[config.mk]
export PLATFORM = sky130hd
export DESIGN_NAME = ps_sequencer
export DESIGN_NICKNAME = d
export VERILOG_FILES = /design/src/rtl/ps_seq_pkg.sv /design/src/rtl/ps_step_timer.sv /design/src/rtl/ps_sequencer.sv
export SDC_FILE = /design/constraint.sdc
export NUM_CORES = 1
export LEC_CHECK = 0
export CORE_MARGIN = 2
export CORE_UTILIZATION = 62
export CTS_CLUSTER_SIZE = 20
export DETAILED_ROUTE_END_ITERATION = 6
export DONT_BUFFER_PORTS = 1
export PLACE_DENSITY = 0.88
export SLEW_MARGIN = 15
export SYNTH_ARGS = -nofsm -noshare
export SYNTH_HDL_FRONTEND = slang
export SYNTH_HIERARCHICAL = 1
export SYNTH_SLANG_ARGS = --single-unit
[constraint.sdc]
create_clock -name clk -period 3.41 [get_ports clk]
set_input_delay 0.341 -clock clk [delete_from_list [all_inputs] [get_ports clk]]
set_output_delay 0.341 -clock clk [all_outputs]
set_load 0.01 [all_outputs]
[src/rtl/ps_seq_pkg.sv]
// ps_seq_pkg: mode type and stage indices shared by the power-supply sequencer.
package ps_seq_pkg;

    typedef enum logic [2:0] {
        IDLE,
        RAMP_UP,
        ON,
        RAMP_DN,
        FAULT
    } mode_t;

    localparam logic [2:0] STG_OFF = 3'd0;
    localparam logic [2:0] STG_CA  = 3'd1;
    localparam logic [2:0] STG_G1  = 3'd2;
    localparam logic [2:0] STG_G2  = 3'd3;
    localparam logic [2:0] STG_AN  = 3'd4;
    localparam logic [2:0] STG_DR  = 3'd5;
    localparam logic [2:0] STG_RF  = 3'd6;

endpackage

[src/rtl/ps_step_timer.sv]
// ps_step_timer: saturating dwell counter; done once a stage has been held STEP_CYCLES cycles.
module ps_step_timer #(
    parameter int STEP_CYCLES = 1000,
    parameter int TIMER_W     = $clog2(STEP_CYCLES + 1)
) (
    input  logic clk,
    input  logic reset,
    input  logic clear,
    input  logic enable,
    output logic done
);

    logic [TIMER_W-1:0] count;

    always_ff @(posedge clk) begin
        if (reset || clear)
            count <= '0;
        else if (enable && count != TIMER_W'(STEP_CYCLES))
            count <= count + 1'b1;
    end

    // The edge that changes stage is the STEP_CYCLES-th edge spent in it.
    assign done = count >= TIMER_W'(STEP_CYCLES - 1);

endmodule

[src/rtl/ps_sequencer.sv]
// ps_sequencer: staged power-supply enable sequencer with fault latch.
// Define PS_SEQ_STAGGER_DOWN_EN for a stepped reverse shutdown; otherwise stop drops all supplies at once.
module ps_sequencer
    import ps_seq_pkg::*;
#(
    parameter int STEP_CYCLES = 1000,
    parameter int TIMER_W     = $clog2(STEP_CYCLES + 1)
) (
    input  logic       clk,
    input  logic       reset,
    input  logic       i_start,
    input  logic       i_stop,
    input  logic       i_fault_clr,
    input  logic       i77_I_AN_HIGH,
    input  logic       i47_Emergency,
    input  logic       i38_Not_Alarm,
    output logic       o34_CA_PS_Control,
    output logic       o25_G1_PS_Control,
    output logic       o24_G2_PS_Control,
    output logic       o32_Anode_PS_Control,
    output logic       o36_DR_AMP_Control,
    output logic       o37_RF_PERMIT_TED_Control,
    output logic [2:0] o_stage,
    output logic       o_fault,
    output logic       o_ready
);

`ifdef PS_SEQ_STAGGER_DOWN_EN
    localparam bit STAGGER = 1'b1;
`else
    localparam bit STAGGER = 1'b0;
`endif

    mode_t      mode, mode_n;
    logic [2:0] stage, stage_n;
    logic [5:0] en, en_n;
    logic       fault_in, step_done, timer_clr;

    assign fault_in  = i47_Emergency | ~i77_I_AN_HIGH;
    assign timer_clr = (stage_n != stage) || (mode_n != mode);

    ps_step_timer #(
        .STEP_CYCLES(STEP_CYCLES),
        .TIMER_W    (TIMER_W)
    ) u_timer (
        .clk   (clk),
        .reset (reset),
        .clear (timer_clr),
        .enable(mode == RAMP_UP || mode == RAMP_DN),
        .done  (step_done)
    );

    always_comb begin
        mode_n  = mode;
        stage_n = stage;
        if (fault_in) begin
            mode_n  = FAULT;
            stage_n = STG_OFF;
        end else begin
            case (mode)
                IDLE: if (i_start && !i_stop && i38_Not_Alarm) begin
                    mode_n  = RAMP_UP;
                    stage_n = STG_CA;
                end
                RAMP_UP: if (i_stop) begin
                    mode_n  = RAMP_DN;
                    stage_n = STAGGER ? stage - 3'd1 : STG_OFF;
                end else if (step_done) begin
                    stage_n = stage + 3'd1;
                    mode_n  = (stage == STG_DR) ? ON : RAMP_UP;
                end
                ON: if (i_stop) begin
                    mode_n  = RAMP_DN;
                    stage_n = STAGGER ? stage - 3'd1 : STG_OFF;
                end
                RAMP_DN: if (stage == STG_OFF)
                    mode_n = IDLE;
                else if (STAGGER && step_done)
                    stage_n = stage - 3'd1;
                FAULT: if (i_fault_clr && i38_Not_Alarm)
                    mode_n = IDLE;
                default: begin
                    mode_n  = IDLE;
                    stage_n = STG_OFF;
                end
            endcase
        end
    end

    always_comb begin
        en_n = '0;
        for (int k = 0; k < 6; k++)
            en_n[k] = (mode_n != FAULT) && (stage_n > 3'(k));
    end

    always_ff @(posedge clk) begin
        if (reset) begin
            mode    <= IDLE;
            stage   <= STG_OFF;
            en      <= '0;
            o_fault <= 1'b0;
            o_ready <= 1'b0;
        end else begin
            mode    <= mode_n;
            stage   <= stage_n;
            en      <= en_n;
            o_fault <= mode_n == FAULT;
            o_ready <= mode_n == ON;
        end
    end

    assign o_stage                   = stage;
    assign o34_CA_PS_Control         = en[0];
    assign o25_G1_PS_Control         = en[1];
    assign o24_G2_PS_Control         = en[2];
    assign o32_Anode_PS_Control      = en[3];
    assign o36_DR_AMP_Control        = en[4];
    assign o37_RF_PERMIT_TED_Control = en[5];

endmodule

Word level (Yosys, flattened, before mapping)

Index checks and enable logic that the tools add are counted.

Flip-flop bits (word level): 24

Magnitude comparators: 7
Reductions and logical operators: 17
Equal/unequal tests: 11
Muxes and demuxes: 15
Bitwise logic cells: 2
Add/sub/neg operators: 2

Operator list:

| cell                    | count |
|---|---|
| $mux W3                 | 12 |
| $pmux W3 S5             | 1 |
| $pmux W3 S4             | 1 |
| $add A10 B1 Y10 const B | 1 |
| $ge A10 B10 Y1 const B  | 1 |
| $logic_and A1 B1 Y1     | 10 |
| $ne A10 B10 Y1 const B  | 1 |
| $eq A3 B2 Y1 const B    | 3 |
| $eq A3 B3 Y1 const B    | 3 |
| $gt A3 B1 Y1 const B    | 2 |
| $gt A3 B2 Y1 const B    | 2 |
| $gt A3 B3 Y1 const B    | 2 |
| $logic_not A3 Y1        | 2 |
| $ne A3 B3 Y1            | 2 |
| $add A3 B1 Y3 const B   | 1 |
| $eq A3 B1 Y1 const B    | 1 |
| $logic_or A1 B1 Y1      | 3 |
| $ne A3 B3 Y1 const B    | 1 |
| $mux W2                 | 1 |
| $reduce_or A2 Y1        | 1 |
| $logic_not A1 Y1        | 1 |
| $not A1 Y1              | 1 |
| $or A1 B1 Y1            | 1 |

Longest topological paths before layout

Gate-level depths: netlist of the first run.

Depth after elaboration: 9
Depth in mapped cells: 13

Modules after synthesis

The synthesis of the first run kept the hierarchy.

By module, submodules not included:

| module        | instances | cells each | area each (µm²) |
|---|---|---|---|
| ps_sequencer  | 1         | 104        | 859.6 |
| ps_step_timer | 1         | 71         | 610.6 |

Worst setup path before layout of the first run

No wires, ideal clock.

Kind: flip-flop to flip-flop
From: register u_timer.count[0]
To: register u_timer.count[0]
Arrival time: 2484 ps
Period minus slack after synthesis: 2563 ps
Buffers on the path: 1
Stages on the path, launching flop included: 14
Setup slack: 847 ps
Setup time: 79 ps
Cells stage by stage: dfxtp_1 -> ha_1 -> a211oi_1 -> nor2_1 -> clkbuf_1 -> a2bb2oi_1 -> o22ai_1 -> nand2_1 -> o22a_1 -> a311oi_1 -> nand4_1 -> nor4b_1 -> o21ai_0 -> o211ai_1

Longest elaborated chain between the ends: 8
Elaborated cells on any way between the ends: 16
Classes of those cells: add/sub (1); order compare (1); eq/ne (3); mux (8); reduce/logical (3)

Ends and longest elaborated chain:

| what                                              | RTL line            | RTL |
|---|---|---|
| start, declared                                   | ps_step_timer.sv:13 | `logic [TIMER_W-1:0] count;` |
| start signal, assigned                            | ps_step_timer.sv:19 | `count <= count + 1'b1;` |
| $ge A10 B10 Y1 (*)                                | ps_step_timer.sv:23 | `assign done = count >= TIMER_W'(STEP_CYCLES - 1);` |
| named net step_done                               | ps_sequencer.sv:37  | `logic fault_in, step_done, timer_clr;` |
| $mux W3                                           | ps_sequencer.sv:68  | `end else if (step_done) begin` |
| $mux W3                                           | ps_sequencer.sv:65  | `RAMP_UP: if (i_stop) begin` |
| $pmux W3 S5 / $pmux W3 S4 (equally long branches) | ps_sequencer.sv:60  | `case (mode)` |
| $mux W3                                           | ps_sequencer.sv:56  | `if (fault_in) begin` |
| $ne A3 B3 Y1                                      | ps_sequencer.sv:40  | `assign timer_clr = (stage_n != stage) \|\| (mode_n != mode);` |
| $logic_or A1 B1 Y1 (*)                            | ps_sequencer.sv:40  |  |
| named net timer_clr                               | ps_sequencer.sv:37  |  |
| $logic_or A1 B1 Y1 (*)                            | ps_step_timer.sv:16 | `if (reset \|\| clear)` |

The timed path passes the listed nets; every way through them passes the cells marked *.
A chain may end at the register's enable or synchronous reset.

Worst setup path in the final report of the first run

From: register u_timer.count[5]
To: register u_timer.count[1]

Same word-level chain as after synthesis.

==> flow_summary.toml, run 1 <==
[clocking]
insertion_delay_ps = 310
cts_resized = 0
cts.htree.levels = 1
clk_pin_slew_ps = 120
clockRootBuffer = "clkbuf_4"
numCtsBuffers = 3
hold_buffers = 0
cts_sinks = 24
cts_setup_buffers = 0
cts_tree = "built"
cts_buffer_depth = 2

[die]
row_count = 17
die_area_sq_mm = 0.002777
ios = 19
core_sq_mm = 0.002233
die_h_microns = 52.70
initial_core_util = 0.6583
die_w_microns = 52.70

[route]
routed_wl_microns = 3148
viasPerCell = 6.832
first_iter_violations = 88
vias = 1339
drtPass1Iterations = 4
route.detailed.drc = 0
wl_per_cell_microns = 16.06
ant_nets = 0

[placement]
gp_congestion = 0.9122
dp_hpwl_microns = 2293
dp.cells = 193
port_buffers = 0

[timing]
maxSlewHeadroom = 0.5919
fin_tns_setup_ps = 0
drv_slew = 0
worstMarginPinSlew_ps = 610.9
fin_worst_skew_ps = 1.729
fin_crit_ps = 2884
hold_violations = 0
rsz0062_at_grt = "no"
fin_crit_sh = 0.8458
clock.fmax_mhz = 346.7
final-setup-viol-count = 0

[pwr]
comb_power_share = 0.070
seqPwrFrac = 0.654
power_frac_clock = 0.277
p_sw_frac = 0.2384
intPower_uw = 335.1
p_switching_uw = 104.9
max-vdd-ir-drop_mv = 0.3170
p_per_area_mw_per_mm2 = 299.3
p_leak_uw = 0.0004537

[critical_path]
cp.arrival_ps = 3130
r2r-start = "u_timer/count[5]$_SDFFE_PP0P_"
startpoint_type = "register"
critPathRequiredTime_ps = 3650
path_class = "register to register"
cp-end-kind = "register"
cp_max_fo = 8
startpoint = "u_timer/count[5]$_SDFFE_PP0P_"

[cells_and_area]
nNetsFinal = 183
fin_cells = 196
drive_gt1_frac = 0.08333
final_common_cell = "dfxtp_1"
multi_input_area_sq_um = 902.1
num_antenna_cells = 0
seqCellArea_sq_um = 480.5
fillerInstances = 185
most-common-layout-cells = "dfxtp_1, nor2_1, nand2_1, a21oi_1"
syn2layout_area_growth_pct = 0

[status]
status = "finished clean"

[global_routing]
overflow = 0
first_global_vias = 1170
track_usage = 0.2549
antenna_found_initial = 0
grt_max_degree = 16
grt_pass1_wl_microns = 5237

[synthesis]
synth-seq-cells = 24
synth_edf_count = 0
synthCells = 175
synth_cell_types = 58
syn-num-nets = 188
syn_area_sq_mm = 0.001470
yosysSeqAreaShare = 0.3268
synthFlopType = "dfxtp_1"
syn_area_per_cell_sq_um = 8.401
yosysWarnings = 6
ys_async_sr_fraction = 0

[worst_hold_path]
worstHoldStart = "reset"
hold_path.class = "input pin to register"

[run]
cap_violations = 0
[final timing paths]
check                                        to  slack, ps  cells past startpoint
setup / recovery  u_timer/count[1]$_SDFFE_PP0P_        530                     11
hold reg to reg   u_timer/count[8]$_SDFFE_PP0P_        510                      2
hold / removal               mode[2]$_SDFF_PP0_         80                      1
setup reg to reg  u_timer/count[1]$_SDFFE_PP0P_        530                     11
[cell families after synthesis]
group,after synthesis,share of synthesized area
compound gates,47,0.2315
xor+xnor,2,0.01192
fa+ha+maj,5,0.04255
buf+inv,18,0.05956
flops,24,0.3268
simple gates,79,0.3277
[synth_stat cells (all sizes together) (5+ instances only)]
cell type / number / area [sq um]
dfxtp: 24 / 480.5
nor2: 16 / 60.06
nand2: 15 / 58.81
a21oi: 10 / 50.05
nand3: 9 / 57.56
inv: 8 / 30.03
nand4: 6 / 37.54
buf: 5 / 37.53
clkbuf: 5 / 20.01
ha: 5 / 62.56
nor3: 5 / 36.29
[sequential cells by signal (all words and copies together) (netlist names)]
signal and cells:
mode 3, u_timer/count 10, o_stage 3, o_ready 1, en 6, o_fault 1
[worst max-delay path, stage by stage (launching register included)]
cell	delay, ps
dfxtp_1	420
and4_1	280
nand2_1	120
nor2_1	400
nand3_1	190
o211ai_1	180
and3_1	250
or3_1	130
nand4_1	200
nor4bb_1	390
o21ai_0	150
o211ai_1	110
[per-stage QoR]
step	setup slack [ps]	cell area, sq um	util	hold WS, ps	power, uW
floorplan	847.1	1470	-	461.0	320.5
global placement	731.4	1448	0.6482	416.9	322.4
detailed placement	611.6	1448	0.6482	418.1	323.9
finish	525.8	1470	0.6583	84.60	439.9
global route	176.6	1470	0.6583	68.62	455.3
CTS	585.2	1470	0.6583	77.73	441.9
[final cells by class]
type | count | share of cell area
inverters | 8 | 0.02043
well taps | 28 | 0.02383
clock buffers | 3 | 0.01532
flip-flops and latches | 24 | 0.3268
multi-input cells | 133 | 0.6136
[layer usage]
layer	global-route usage	up-vias	share of wire
li1	-	648	-
met1	0.3690	616	0.46
met2	0.3729	71	0.45
met3	0.04571	4	0.085
met4	0.09829	0	0.0098
met5	0	-	0
[power groups by stage]
stage	Combinational, uW	Clock (uW)	Sequential [uW]
final	30.8	122	288
after global routing	33.4	134	288
after CTS	30.5	124	287
after detailed placement	30.3	0	294
after global placement	29.0	0	293
after floorplan	29.5	0	291
Power figures use the tool's default switching activity.
==> run 2, diff against run 1 <==
==> constraint.sdc (replaced) <==
create_clock -name clk -period 2.7 [get_ports clk]
set_input_delay 0.27 -clock clk [delete_from_list [all_inputs] [get_ports clk]]
set_output_delay 0.27 -clock clk [all_outputs]
set_load 0.01 [all_outputs]
==> run 2 against run 1 <==
  * Clock-buffer cell count unchanged
  * Sequential share of layout area decreased by 2.7 points
  * Final cell count increased by 6.1%
  * Die area unchanged
  * Critical endpoint is now u_timer/count[0]$_SDFFE_PP0P_
==> flow_summary.toml, run 2 (same netlist as run 1, synthesis figures left out) <==
[status]
status = "finished clean"

[clocking]
cts_sinks = 24
numCtsBuffers = 3
clockRootBuffer = "clkbuf_4"
insertion_delay_ps = 330
clk_pin_slew_ps = 140
cts_buffer_depth = 2
cts_tree = "built"
cts.htree.levels = 1

[cells_and_area]
reg_top3 = "u_timer/count x10, en x6"
drive_gt1_frac = 0.2111
nNetsFinal = 194
postLayoutCoreUtil = 0.7328
fin_cells = 208
num_antenna_cells = 0
largest_register_ffs = 10
finish.instance_area_sq_mm = 0.001637
most-common-layout-cells = "dfxtp_1, nor2_1, nand2_1, a21oi_1, buf_4"
final_common_cell = "dfxtp_1"
top_register = "u_timer/count"
syn2layout_area_growth_pct = 11.32

[timing]
fin_crit_ps = 2667
worstMarginPinSlew_ps = 487.0
fin_worst_skew_ps = 3.104
clock.fmax_mhz = 374.9
final-setup-viol-count = 0
rsz0062_at_grt = "yes"
maxSlewHeadroom = 0.6749
drv_slew = 0
fin_crit_sh = 0.9878
hold_violations = 0
setup_ws_ps = 32.97

[route]
routed_wl_microns = 3649
wl_per_cell_microns = 17.54
vias = 1424
first_iter_violations = 70
drtPass1Iterations = 4
route.detailed.drc = 0
viasPerCell = 6.846
ant_nets = 0

[worst_hold_path]
hold-path-cell-count = 1
hold_path.class = "input pin to register"

[critical_path]
critical-path-top-delay-family = "compound AO/OA/AOI/OAI gates"
path_cells = "or2_2, a21o_1, a21oi_1, o22a_1, a311oi_1, nand4_1, nor4b_2, o21ai_0, o211ai_1"
path_class = "register to register"
cp.depth = 9
cp_max_fo = 13
slowest_stage = "dfxtp_1"
critPathRequiredTime_ps = 2960
cp.buffers_inverters = 0
max_stage_delay_ps = 650
startpoint_type = "register"
cp-end-kind = "register"
ff2ff_path_depth = 9
cp.arrival_ps = 2930

[placement]
dp.cells = 200
dp_hpwl_microns = 2463
gp_congestion = 0.9728
place_area_sq_mm = 0.001500
port_buffers = 0
pre_cts_ws_ps = 27.75

[die]
die_area_sq_mm = 0.002777
row_count = 17
initial_core_util = 0.6583
core_sq_mm = 0.002233
die_h_microns = 52.70
die_w_microns = 52.70
ios = 19

[global_routing]
grt_max_degree = 16
overflow = 0
antenna_found_initial = 0
first_global_vias = 1227
track_usage = 0.2663
grt_pass1_wl_microns = 5513

[pwr]
max-vdd-ir-drop_mv = 0.4174
p_per_area_mw_per_mm2 = 412.5
p_leak_uw = 0.0005288

[run]
cap_violations = 0
-- run 2: power breakdown --
| group | internal (uW) | leakage (uW) | switching (uW) |
|---|---|---|---|
| sequential | 356 | 0.000197 | 6.68 |
| combinational | 17.4 | 0.000304 | 28.3 |
| clock | 150 | 0.0000279 | 116 |
| total | 524 | 0.000529 | 151 |
-- run 2: cell type report --
cell class	instances	area [sq um]
clock buffer	3	22.52
clock inverter	1	30.03
fill	160	596.8
inverter	8	30.03
multi-input combinational	133	943.4
sequential	24	490.5
tap	28	35.03
timing repair buffer	11	85.08
-- run 2: final timing paths --
path,startpoint,slack [ps],endpoint
worst max-delay path,mode[1]$_SDFF_PP0_,30,u_timer/count[0]$_SDFFE_PP0P_
worst min-delay path,reset,20,mode[1]$_SDFF_PP0_
worst min register to register,u_timer/count[7]$_SDFFE_PP0P_,520,u_timer/count[7]$_SDFFE_PP0P_
worst max register to register,mode[1]$_SDFF_PP0_,30,u_timer/count[0]$_SDFFE_PP0P_
-- run 2: routing by layer --
| layer | up-vias | share of wire | global-route usage |
|---|---|---|---|
| met5 | - | 0 | 0 |
| met2 | 85 | 0.47 | 0.4396 |
| met3 | 12 | 0.087 | 0.04571 |
| li1 | 666 | - | - |
| met1 | 661 | 0.42 | 0.3646 |
| met4 | 0 | 0.021 | 0.05128 |
-- run 2: what timing repair did --
item	CTS	global route
pin swaps	0	9
resized for setup	1	15
hold buffers	0	1
buffers inserted	0	3
setup endpoints to repair	1	10
endpoints found under the hold margin	0	7
-- run 2: per-stage QoR --
| step | setup TNS, ps | total power (uW) | hold slack (ps) |
|---|---|---|---|
| 2_1_floorplan | 0 | 404.8 | 461.0 |
| 3_3_place_gp | 0 | 408.6 | 346.0 |
| 3_5_place_dp | 0 | 410.2 | 346.9 |
| 4_1_cts | 0 | 666.7 | 2.420 |
| 5_1_grt | -117.6 | 691.9 | 5.540 |
| 6_report | 0 | 675.0 | 19.29 |
==> run 3, diff against run 2 <==
--- a/config.mk
+++ b/config.mk
@@ -5,12 +5,15 @@
 export SDC_FILE = /design/constraint.sdc
 export NUM_CORES = 1
 export LEC_CHECK = 0
+export CELL_PAD_IN_SITES_DETAIL_PLACEMENT = 0
+export CELL_PAD_IN_SITES_GLOBAL_PLACEMENT = 2
+export CORE_ASPECT_RATIO = 0.8
 export CORE_MARGIN = 2
-export CORE_UTILIZATION = 62
+export CORE_UTILIZATION = 37
 export CTS_CLUSTER_SIZE = 20
 export DETAILED_ROUTE_END_ITERATION = 6
 export DONT_BUFFER_PORTS = 1
-export PLACE_DENSITY = 0.88
+export PLACE_DENSITY = 0.87
 export SLEW_MARGIN = 15
 export SYNTH_ARGS = -nofsm -noshare
 export SYNTH_HDL_FRONTEND = slang
==> run 3 against run 2 <==
  * Critical path depth rose by 3
  * Combinational power rose by 8.7%
  * Register-to-register slack improved by 30 ps
  * Clock skew rose by 3.8 ps
  * Largest power group unchanged
==> flow_summary.toml, run 3 (same netlist as run 1, synthesis figures left out) <==
[cells_and_area]
multi_input_area_sq_um = 962.2
nNetsFinal = 198
largest_register_ffs = 10
drive_gt1_frac = 0.2283
top_register = "u_timer/count"
fillerInstances = 385
reg_top3 = "u_timer/count x10, en x6"
final_common_cell = "dfxtp_1"
syn2layout_area_growth_pct = 17.70
num_antenna_cells = 0
fin_cells = 239
seqCellArea_sq_um = 485.5
most-common-layout-cells = "dfxtp_1, nor2_1, buf_4, nand2_1, a21oi_1"

[pwr]
p_per_area_mw_per_mm2 = 417.3
p_leak_uw = 0.0005618
totalPowerFinal_uw = 722.1
max-vdd-ir-drop_mv = 0.3304

[critical_path]
startpoint_type = "register"
critPathRequiredTime_ps = 2880
cp-end-kind = "register"
reg2reg_slack_ps = 60
path_class = "register to register"
cp.arrival_ps = 2820
cp_max_fo = 5

[clocking]
cts_sinks = 24
clk_pin_slew_ps = 90
clockRootBuffer = "clkbuf_8"
cts.htree.levels = 1
hold_buffers = 0
cts_tree = "built"
insertion_delay_ps = 270
numCtsBuffers = 3
cts_buffer_depth = 2

[route]
wl_per_cell_microns = 15.52
route.detailed.drc = 0
first_iter_violations = 154
ant_nets = 0
drtPass1Iterations = 4
vias = 1399
viasPerCell = 5.854
routed_wl_microns = 3709

[global_routing]
antenna_found_initial = 0
track_usage = 0.1741
first_global_vias = 1246
grt_pass1_wl_microns = 6016
overflow = 0
grt_max_degree = 15

[timing]
worstMarginPinSlew_ps = 420.0
fin_worst_skew_ps = 6.931
hold_violations = 0
final-setup-viol-count = 0
maxSlewHeadroom = 0.7196
fin_crit_sh = 0.9782
rsz0062_at_grt = "yes"
clock.fmax_mhz = 378.6
fin_crit_ps = 2641
drv_slew = 0

[placement]
dp.cells = 233
dp_hpwl_microns = 2679
gp_congestion = 0.8275
port_buffers = 0

[die]
die_w_microns = 74.48
die_area_sq_mm = 0.004497
core_sq_mm = 0.003804
initial_core_util = 0.3865
row_count = 20
die_h_microns = 60.38
ios = 19

[worst_hold_path]
hold_path.class = "input pin to register"

[status]
status = "finished clean"

[run]
cap_violations = 0
==> run 3: final timing paths <==
kind	endpoint	startpoint	cells after the start
max	u_timer/count[1]$_SDFFE_PP0P_	u_timer/count[1]$_SDFFE_PP0P_	12
min	mode[2]$_SDFF_PP0_	reset	1
max reg2reg	u_timer/count[1]$_SDFFE_PP0P_	u_timer/count[1]$_SDFFE_PP0P_	12
min reg2reg	u_timer/count[7]$_SDFFE_PP0P_	u_timer/count[7]$_SDFFE_PP0P_	2
==> run 3: area by class of cell <==
type                       count  share of cell area
multi-input combinational    133              0.5560
sequential                    24              0.2805
timing repair buffer          15             0.06508
tap                           55             0.03977
clock buffer                   3             0.02386
clock inverter                 1             0.01735
inverter                       8             0.01735
==> run 3: worst max-delay path, cell delays in order (launching register included) <==
cell and delay [ps]:
dfxtp_2 340, ha_4 170, a211oi_4 240, nor2_4 90, a2bb2oi_2 140, o22ai_1 170
nand2_1 90, o22a_1 160, a311oi_1 260, nand4_1 280, nor4bb_2 380, o21ai_1 130
o211ai_1 110
==> run 3: metrics by stage <==
stage	instance area (sq um)	setup TNS, ps	hold slack [ps]	setup slack (ps)	utilization
final	1730	0	62.79	58.84	0.4549
after global routing	1730	-222.5	46.41	-72.02	0.4549
after CTS	1650	0	51.67	5.677	0.4339
after floorplan	1470	0	461.0	137.1	-
after global placement	1579	0	347.2	167.4	0.4151
after detailed placement	1579	0	350.9	51.20	0.4151
==> run 3: repair_timing <==
action                                  4_1_cts  5_1_grt
endpoints found under the setup margin        0       10
setup buffers                                 0        2
resized for setup                             0       17
==> run 3: where the power goes <==
group	internal, uW	switching [uW]	total (uW)
combinational	18.2	31.7	49.8
clock	198	116	314
sequential	356	2.18	358
total	572	150	722
==> run 3: per-layer routing <==
metal | vias up | track usage | part of all wire
li1 | 673 | - | -
met1 | 669 | 0.2571 | 0.47
met2 | 51 | 0.2554 | 0.44
met3 | 6 | 0.04817 | 0.070
met4 | 0 | 0.03571 | 0.012
met5 | - | 0 | 0
